`src/rtl/alu_issue_ctrl.sv`:
```
// Issue controller for a combinational RV32 ALU: decodes one instruction, holds the
// ALU operands for the op's latency, captures the result and hands it out over valid/ready.
module alu_issue_ctrl #(
  parameter int MUL_LAT = 3,
  parameter int DATA_W  = 32
) (
  input  logic              clk_i,
  input  logic              rst_i,
  input  logic              inst_valid_i,
  output logic              inst_ready_o,
  input  logic [31:0]       inst_i,
  input  logic [DATA_W-1:0] rs1_data_i,
  input  logic [DATA_W-1:0] rs2_data_i,
  output logic [DATA_W-1:0] data1_o,
  output logic [DATA_W-1:0] data2_o,
  output logic [2:0]        ALUCtrl_o,
  input  logic [DATA_W-1:0] alu_result_i,
  output logic              res_valid_o,
  input  logic              res_ready_i,
  output logic [DATA_W-1:0] res_data_o,
  output logic [4:0]        rd_o,
  output logic              illegal_o
);

  localparam int CNT_W = (MUL_LAT > 1) ? $clog2(MUL_LAT) : 1;

  typedef enum logic [1:0] {
    IDLE = 2'd0,
    EXEC = 2'd1,
    DONE = 2'd2
  } state_t;

  state_t             r_state;
  state_t             w_state_next;
  logic [CNT_W-1:0]   r_cnt;
  logic [DATA_W-1:0]  r_data1;
  logic [DATA_W-1:0]  r_data2;
  logic [2:0]         r_ctrl;
  logic [4:0]         r_rd;
  logic [DATA_W-1:0]  r_res;
  logic               r_illegal;

  logic [6:0]         w_opcode;
  logic [2:0]         w_funct3;
  logic [6:0]         w_funct7;
  logic               w_legal;
  logic               w_is_mul;
  logic               w_imm_op;
  logic [2:0]         w_ctrl;
  logic [DATA_W-1:0]  w_data2;
  logic               w_accept;
  logic               w_unused_rs1_field;

  assign w_opcode = inst_i[6:0];
  assign w_funct3 = inst_i[14:12];
  assign w_funct7 = inst_i[31:25];
  // Register operands arrive pre-read, so the rs1 index field is never needed here.
  assign w_unused_rs1_field = ^inst_i[19:15];

  always_comb begin
    w_legal  = 1'b0;
    w_is_mul = 1'b0;
    w_imm_op = 1'b0;
    w_ctrl   = 3'b000;
    if (w_opcode == 7'b0110011) begin
      case ({w_funct7, w_funct3})
        {7'b0000000, 3'b111}: begin w_legal = 1'b1; w_ctrl = 3'b000; end
        {7'b0000000, 3'b110}: begin w_legal = 1'b1; w_ctrl = 3'b001; end
        {7'b0000000, 3'b000}: begin w_legal = 1'b1; w_ctrl = 3'b010; end
        {7'b0100000, 3'b000}: begin w_legal = 1'b1; w_ctrl = 3'b110; end
        {7'b0000001, 3'b000}: begin w_legal = 1'b1; w_ctrl = 3'b101; w_is_mul = 1'b1; end
        default: ;
      endcase
    end else if (w_opcode == 7'b0010011 && w_funct3 == 3'b000) begin
      w_legal  = 1'b1;
      w_imm_op = 1'b1;
      w_ctrl   = 3'b010;
    end
  end

  assign w_data2  = w_imm_op ? {{(DATA_W-12){inst_i[31]}}, inst_i[31:20]} : rs2_data_i;
  assign w_accept = inst_valid_i && (r_state == IDLE);

  always_ff @(posedge clk_i or negedge rst_i) begin
    if (!rst_i) r_state <= IDLE;
    else        r_state <= w_state_next;
  end

  always_comb begin
    w_state_next = r_state;
    case (r_state)
      IDLE: if (w_accept && w_legal) w_state_next = EXEC;
      EXEC: if (r_cnt == '0) w_state_next = DONE;
      DONE: if (res_ready_i) w_state_next = IDLE;
      default: w_state_next = IDLE;
    endcase
  end

  always_ff @(posedge clk_i or negedge rst_i) begin
    if (!rst_i) begin
      r_cnt     <= '0;
      r_data1   <= '0;
      r_data2   <= '0;
      r_ctrl    <= '0;
      r_rd      <= '0;
      r_res     <= '0;
      r_illegal <= 1'b0;
    end else begin
      r_illegal <= w_accept && !w_legal;
      if (w_accept && w_legal) begin
        r_data1 <= rs1_data_i;
        r_data2 <= w_data2;
        r_ctrl  <= w_ctrl;
        r_rd    <= inst_i[11:7];
        r_cnt   <= w_is_mul ? CNT_W'(MUL_LAT - 1) : '0;
      end
      // Operands stay on the ALU until the count expires; result is sampled on that edge.
      if (r_state == EXEC) begin
        if (r_cnt == '0) r_res <= alu_result_i;
        else             r_cnt <= r_cnt - 1'b1;
      end
    end
  end

  assign inst_ready_o = (r_state == IDLE);
  assign res_valid_o  = (r_state == DONE);
  assign data1_o      = r_data1;
  assign data2_o      = r_data2;
  assign ALUCtrl_o    = r_ctrl;
  assign res_data_o   = r_res;
  assign rd_o         = r_rd;
  assign illegal_o    = r_illegal;

endmodule

```
`config.mk`:
```
export PLATFORM = sky130hd
export DESIGN_NAME = alu_issue_ctrl
export DESIGN_NICKNAME = d
export VERILOG_FILES = /design/src/rtl/alu_issue_ctrl.sv
export SDC_FILE = /design/constraint.sdc
export NUM_CORES = 1
export LEC_CHECK = 0
export CAP_MARGIN = 10
export CORE_ASPECT_RATIO = 1.25
export CORE_UTILIZATION = 44
export DETAILED_ROUTE_END_ITERATION = 7
export PLACE_DENSITY = 0.94
export SLEW_MARGIN = 20
export SYNTH_ARGS = -nofsm -noshare
export SYNTH_HDL_FRONTEND = slang
export SYNTH_SLANG_ARGS = --single-unit
```
`constraint.sdc`:
```
create_clock -name clk_i -period 3.5 [get_ports clk_i]
set_clock_uncertainty 0.2 [all_clocks]
set_input_delay 0.525 -clock clk_i [delete_from_list [all_inputs] [get_ports clk_i]]
set_output_delay 0.525 -clock clk_i [all_outputs]
set_load 0.02 [all_outputs]
```
# After elaboration in Yosys (flattened, before gate mapping)
# Index checks and enable logic that the tools add are counted.
# op_classes
reduce_logical	12
n_eq_ne	11
n_mux	18
addsub	1
# ops
op	count
$mux W32	1
$eq A10 B3 Y1 const B	2
$mux W2	8
$pmux W3 S4	1
$eq A10 B4 Y1 const B	1
$eq A10 B9 Y1 const B	1
$logic_not A10 Y1	1
$eq A7 B5 Y1 const B	1
$eq A7 B6 Y1 const B	1
$mux W1	6
$pmux W2 S3	1
$reduce_or A5 Y1	1
$logic_and A1 B1 Y1	4
$logic_not A2 Y1	2
$ne A2 B1 Y1 const B	2
$logic_not A3 Y1	1
$mux W3	1
$reduce_and A3 Y1	1
$eq A2 B1 Y1 const B	1
$eq A2 B2 Y1 const B	1
$ne A2 B2 Y1 const B	1
$reduce_and A2 Y1	1
$sub A2 B1 Y2 const B	1
$logic_not A1 Y1	1
# word_totals
out_inout_bits	107
register_bits	109
wordCells	50

# Longest topological paths before layout
# logic_depth
depth_word	8
ltp_mapped	7
ltp_nobuf	5

# Least setup slack after synthesis
# OpenSTA, ideal clock, no wires.
# synth_path
kind	input to register
startpoint	input port inst_i[27]
endpoint	register r_ctrl[2] (netlist: ALUCtrl_o[2])
cell_stages	7
arrival_time_ns	2.308
t_required_ns	3.175
path_buffers	2
setup_slack_ns	0.867
setup_ns	0.125
path_cell_list	or4_1 -> o31a_1 -> or3_1 -> nor2b_4 -> buf_6 -> buf_12 -> mux2_4
# synth_between
elab_chain_len	5
elab_cells_between_ends	11
cone_classes	4 x eq/ne; 4 x mux; 3 x reduce/logical
# synth_lines
element	line	text
from (decl)	11	input logic [31:0] inst_i,
$eq A10 B4 Y1, or another cell as far along	66	case ({w_funct7, w_funct3})
$reduce_or A5 Y1 (no source line)	-	
$mux W1	66	
$mux W1	65	if (w_opcode == 7'b0110011) begin
$logic_and A1 B1 Y1	110	if (w_accept && w_legal) begin
to (signal assigned)	113	r_ctrl <= w_ctrl;
to (decl)	38	logic [2:0] r_ctrl;
# Parallel ways exist; a longest one is shown, timed or not.
# A chain may end at the register's enable or synchronous reset.

# Worst setup path in the final report
# layout_path
startpoint	input port inst_i[29]
endpoint	register r_data2[4] (netlist: data2_o[4])
# layout_between
elab_chain_len	5
elab_cells_between_ends	9
cone_classes	4 x eq/ne; 2 x mux; 3 x reduce/logical
# layout_lines
element	line	text
$eq A10 B4 Y1, or another cell as far along	66	
$reduce_or A5 Y1 (no source line) (*)	-	
$mux W1 (*)	66	
$mux W1 (*)	65	
$logic_and A1 B1 Y1 (*)	110	
to (signal assigned)	112	r_data2 <= w_data2;
to (decl)	37	logic [DATA_W-1:0] r_data2;
# Every way passes the cells marked *; elsewhere a longest branch is shown, timed or not.

==> flow_summary.toml <==
[setup_path]
cp.arrival_ps = 3090
end_kind = "flip-flop"
criticalPathCategory = "in -> reg"
cp-start-kind = "input port"
worst-endpoint-required_ps = 3520
cp_max_fo = 27

[floorplan]
io_pins = 239
start_util_pct = 45.3
dieArea_sq_um = 11300
die_y_microns = 119
core_area_sq_um = 10600
num_rows = 42
fp.dieW_microns = 95.2

[synth]
yosys_warnings = 0
synth_cell_types = 35
mappedNetlistNets = 458
syn-instance-count = 326
syn-mean-instance-area_sq_um = 14.7
synth.ff_latch_count = 109
yosysSeqAreaShare_pct = 57.0
synth_area_sq_um = 4780

[timing]
setup_violations = 0
drv_slew = 0
max_freq_mhz = 326
final.setup.tns_ps = 0
timing.final.crit_share_pct = 87.8
period_minus_slack_ps = 3070
max_slew_margin_pct = 37.4
finalHoldViolations = 1
hold_ws_ps = -1.25
grt_setup_unrepaired = "no"
max_slew.worst_pin.slew_ps = 933

[clocking]
cts_setup_buffers = 0
cts_max_level = 3
ctsHoldBuffers = 0
clk_pin_slew_ps = 80
clk_latency_ps = 340
cts_buffer_depth = 2
numCtsBuffers = 9
cts_tree = "yes"
cts_resized = 0
clock-sinks = 109
clockRootBuffer = "clkbuf_16"

[global_routing]
grt_pass1_wl_microns = 19200
grt_max_degree = 62
antenna_found_initial = 0
track_usage_pct = 22.4
gr-total-overflow = 0
grt_pass1_vias = 3801

[power_and_ir_drop]
power_leakage_uw = 0.00361
p_per_area_nw_per_um2 = 346
max-vdd-ir-drop_v = 0.000221

[layout]
drive_gt1_share_pct = 21.2
fillers = 730
diodes = 0
layout_common_cells = "232 x clkdlybuf4s50_1, 109 x dfrtp_1, 47 x mux2_4"
area_growth_pct = 56.9
fin_nets = 693
layout_commonest_cell = "clkdlybuf4s50_1"
fin_area_sq_um = 7500
multi_input_area_sq_um = 1810
regArea_sq_um = 2730

[routing]
routed-via-count = 3493
avgRoutedWirePerCell_microns = 17.7
ant_nets = 0
post-route-drc-count = 0
viasPerCell = 5.01
drt-initial-drc-count = 118
wl_microns = 12300
drt-pass1-iter-count = 4

[hold_path]
hp-class = "in -> async"

[placed_design]
placed_area_sq_um = 7230
io_buffers = 233
dp_hpwl_microns = 9340
gp_congestion = 0.757

[run]
cap_violations = 0

[run_status]
violations = "negative hold slack"
status = "finished with violations"
==> state kept, by name, summed over array words and instances, names as in the netlist <==
name / count
rd_o: 5
illegal_o: 1
r_state: 2
ALUCtrl_o: 3
r_cnt: 2
data1_o: 32
res_data_o: 32
data2_o: 32
==> cells by family (layout without fill, tap and decap cells) <==
| group | count (synthesis) | count (layout) | share of synthesized area (%) |
|---|---|---|---|
| multiplexers | 113 | 113 | 29.7 |
| AND/OR/NAND/NOR | 31 | 31 | 4.03 |
| XOR/XNOR | 1 | 1 | 0.183 |
| AO/OA/AOI/OAI | 32 | 32 | 3.85 |
| flip-flops | 109 | 109 | 57.0 |
| buffers and inverters | 40 | 279 | 5.15 |
==> worst max-delay path, cell delays in order <==
cell and delay (ps):
clkdlybuf4s50_1 470, nor4b_1 490, nand2_1 180, o32ai_1 530, nor2b_4 280, buf_12 260, mux2_4 320
==> synthesized netlist by cell type <==
| master | number | area [sq um] |
|---|---|---|
| nor2b_4 | 1 | 13.8 |
| a21oi_1 | 21 | 105 |
| or3_1 | 1 | 6.26 |
| nor3_1 | 3 | 15.0 |
| a22o_1 | 1 | 8.76 |
| a31o_2 | 1 | 8.76 |
| buf_12 | 5 | 100 |
| inv_1 | 24 | 90.1 |
| xnor2_1 | 1 | 8.76 |
| o32ai_1 | 1 | 8.76 |
| a21o_1 | 1 | 7.51 |
| dfrtp_1 | 109 | 2730 |
| nand2_1 | 7 | 26.3 |
| nor4bb_1 | 1 | 10.0 |
| clkbuf_1 | 8 | 30.0 |
| nand2b_1 | 1 | 6.26 |
| mux2_2 | 45 | 507 |
| and4bb_2 | 1 | 12.5 |
| nor2b_1 | 3 | 18.8 |
| nor2_1 | 4 | 15.0 |
| o21ai_0 | 4 | 20.0 |
| buf_4 | 2 | 15.0 |
| or4_1 | 1 | 7.51 |
| nand3_1 | 1 | 5.00 |
| o211ai_1 | 1 | 7.51 |
| mux2_4 | 47 | 706 |
| mux2i_1 | 21 | 210 |
| nor3b_1 | 2 | 15.0 |
| or3b_2 | 1 | 8.76 |
| o31a_1 | 1 | 8.76 |
| nor4b_1 | 2 | 17.5 |
| o221ai_1 | 1 | 8.76 |
| buf_6 | 1 | 11.3 |
| nand4_1 | 1 | 6.26 |
| nand4b_1 | 1 | 8.76 |
==> power breakdown <==
| group | internal [uW] | switching, uW | total [uW] |
|---|---|---|---|
| sequential | 1290 | 18.5 | 1310 |
| clock | 486 | 460 | 945 |
| combinational | 218 | 126 | 344 |
==> metal layers <==
metal	part of all wire [%]	routed length (microns)	vias up	track usage, %
met5	0	0	-	0
met3	7.2	893	24	5.92
met4	2.3	283	0	8.14
met2	52	6470	157	38.9
met1	38	4690	1715	25.8
li1	-	-	1597	-
==> metrics by stage <==
| step | util [%] | power (uW) | hold slack [ps] | std cells | setup WS [ps] |
|---|---|---|---|---|---|
| 4_1_cts | 71.0 | 2630 | 23.9 | 697 | 454 |
| 3_5_place_dp | 68.4 | 1680 | 292 | 682 | 139 |
| 5_1_grt | 71.0 | 2710 | 42.6 | 697 | 354 |
| 3_3_place_gp | 68.4 | 1670 | 290 | 682 | 201 |
| 2_1_floorplan | - | 1430 | 29.4 | 326 | 867 |
| 6_report | 71.0 | 2600 | -1.25 | 697 | 429 |
==> area by class of cell <==
cell class / instances / share of cell area [%]
tap: 132 / 2.20
clock buffer: 9 / 3.00
inverter: 24 / 1.20
multi-input combinational: 177 / 24.2
timing repair buffer: 240 / 32.4
sequential: 109 / 36.4
clock inverter: 6 / 0.634
==> worst paths after layout <==
kind / startpoint / depth (start not counted) / end / slack (ps)
max in group asynchronous: rst_i / 2 / res_data_o[3] / 2350
min in group clk_i: res_data_o[23] / 1 / res_data_o[23] / 310
max: inst_i[29] / 7 / data2_o[4] / 430
max reg2reg: r_state[0] / 6 / data2_o[4] / 890
min: rst_i / 1 / r_state[1] / -1
min reg2reg: res_data_o[23] / 1 / res_data_o[23] / 310
(Power assumes the default switching activity.)
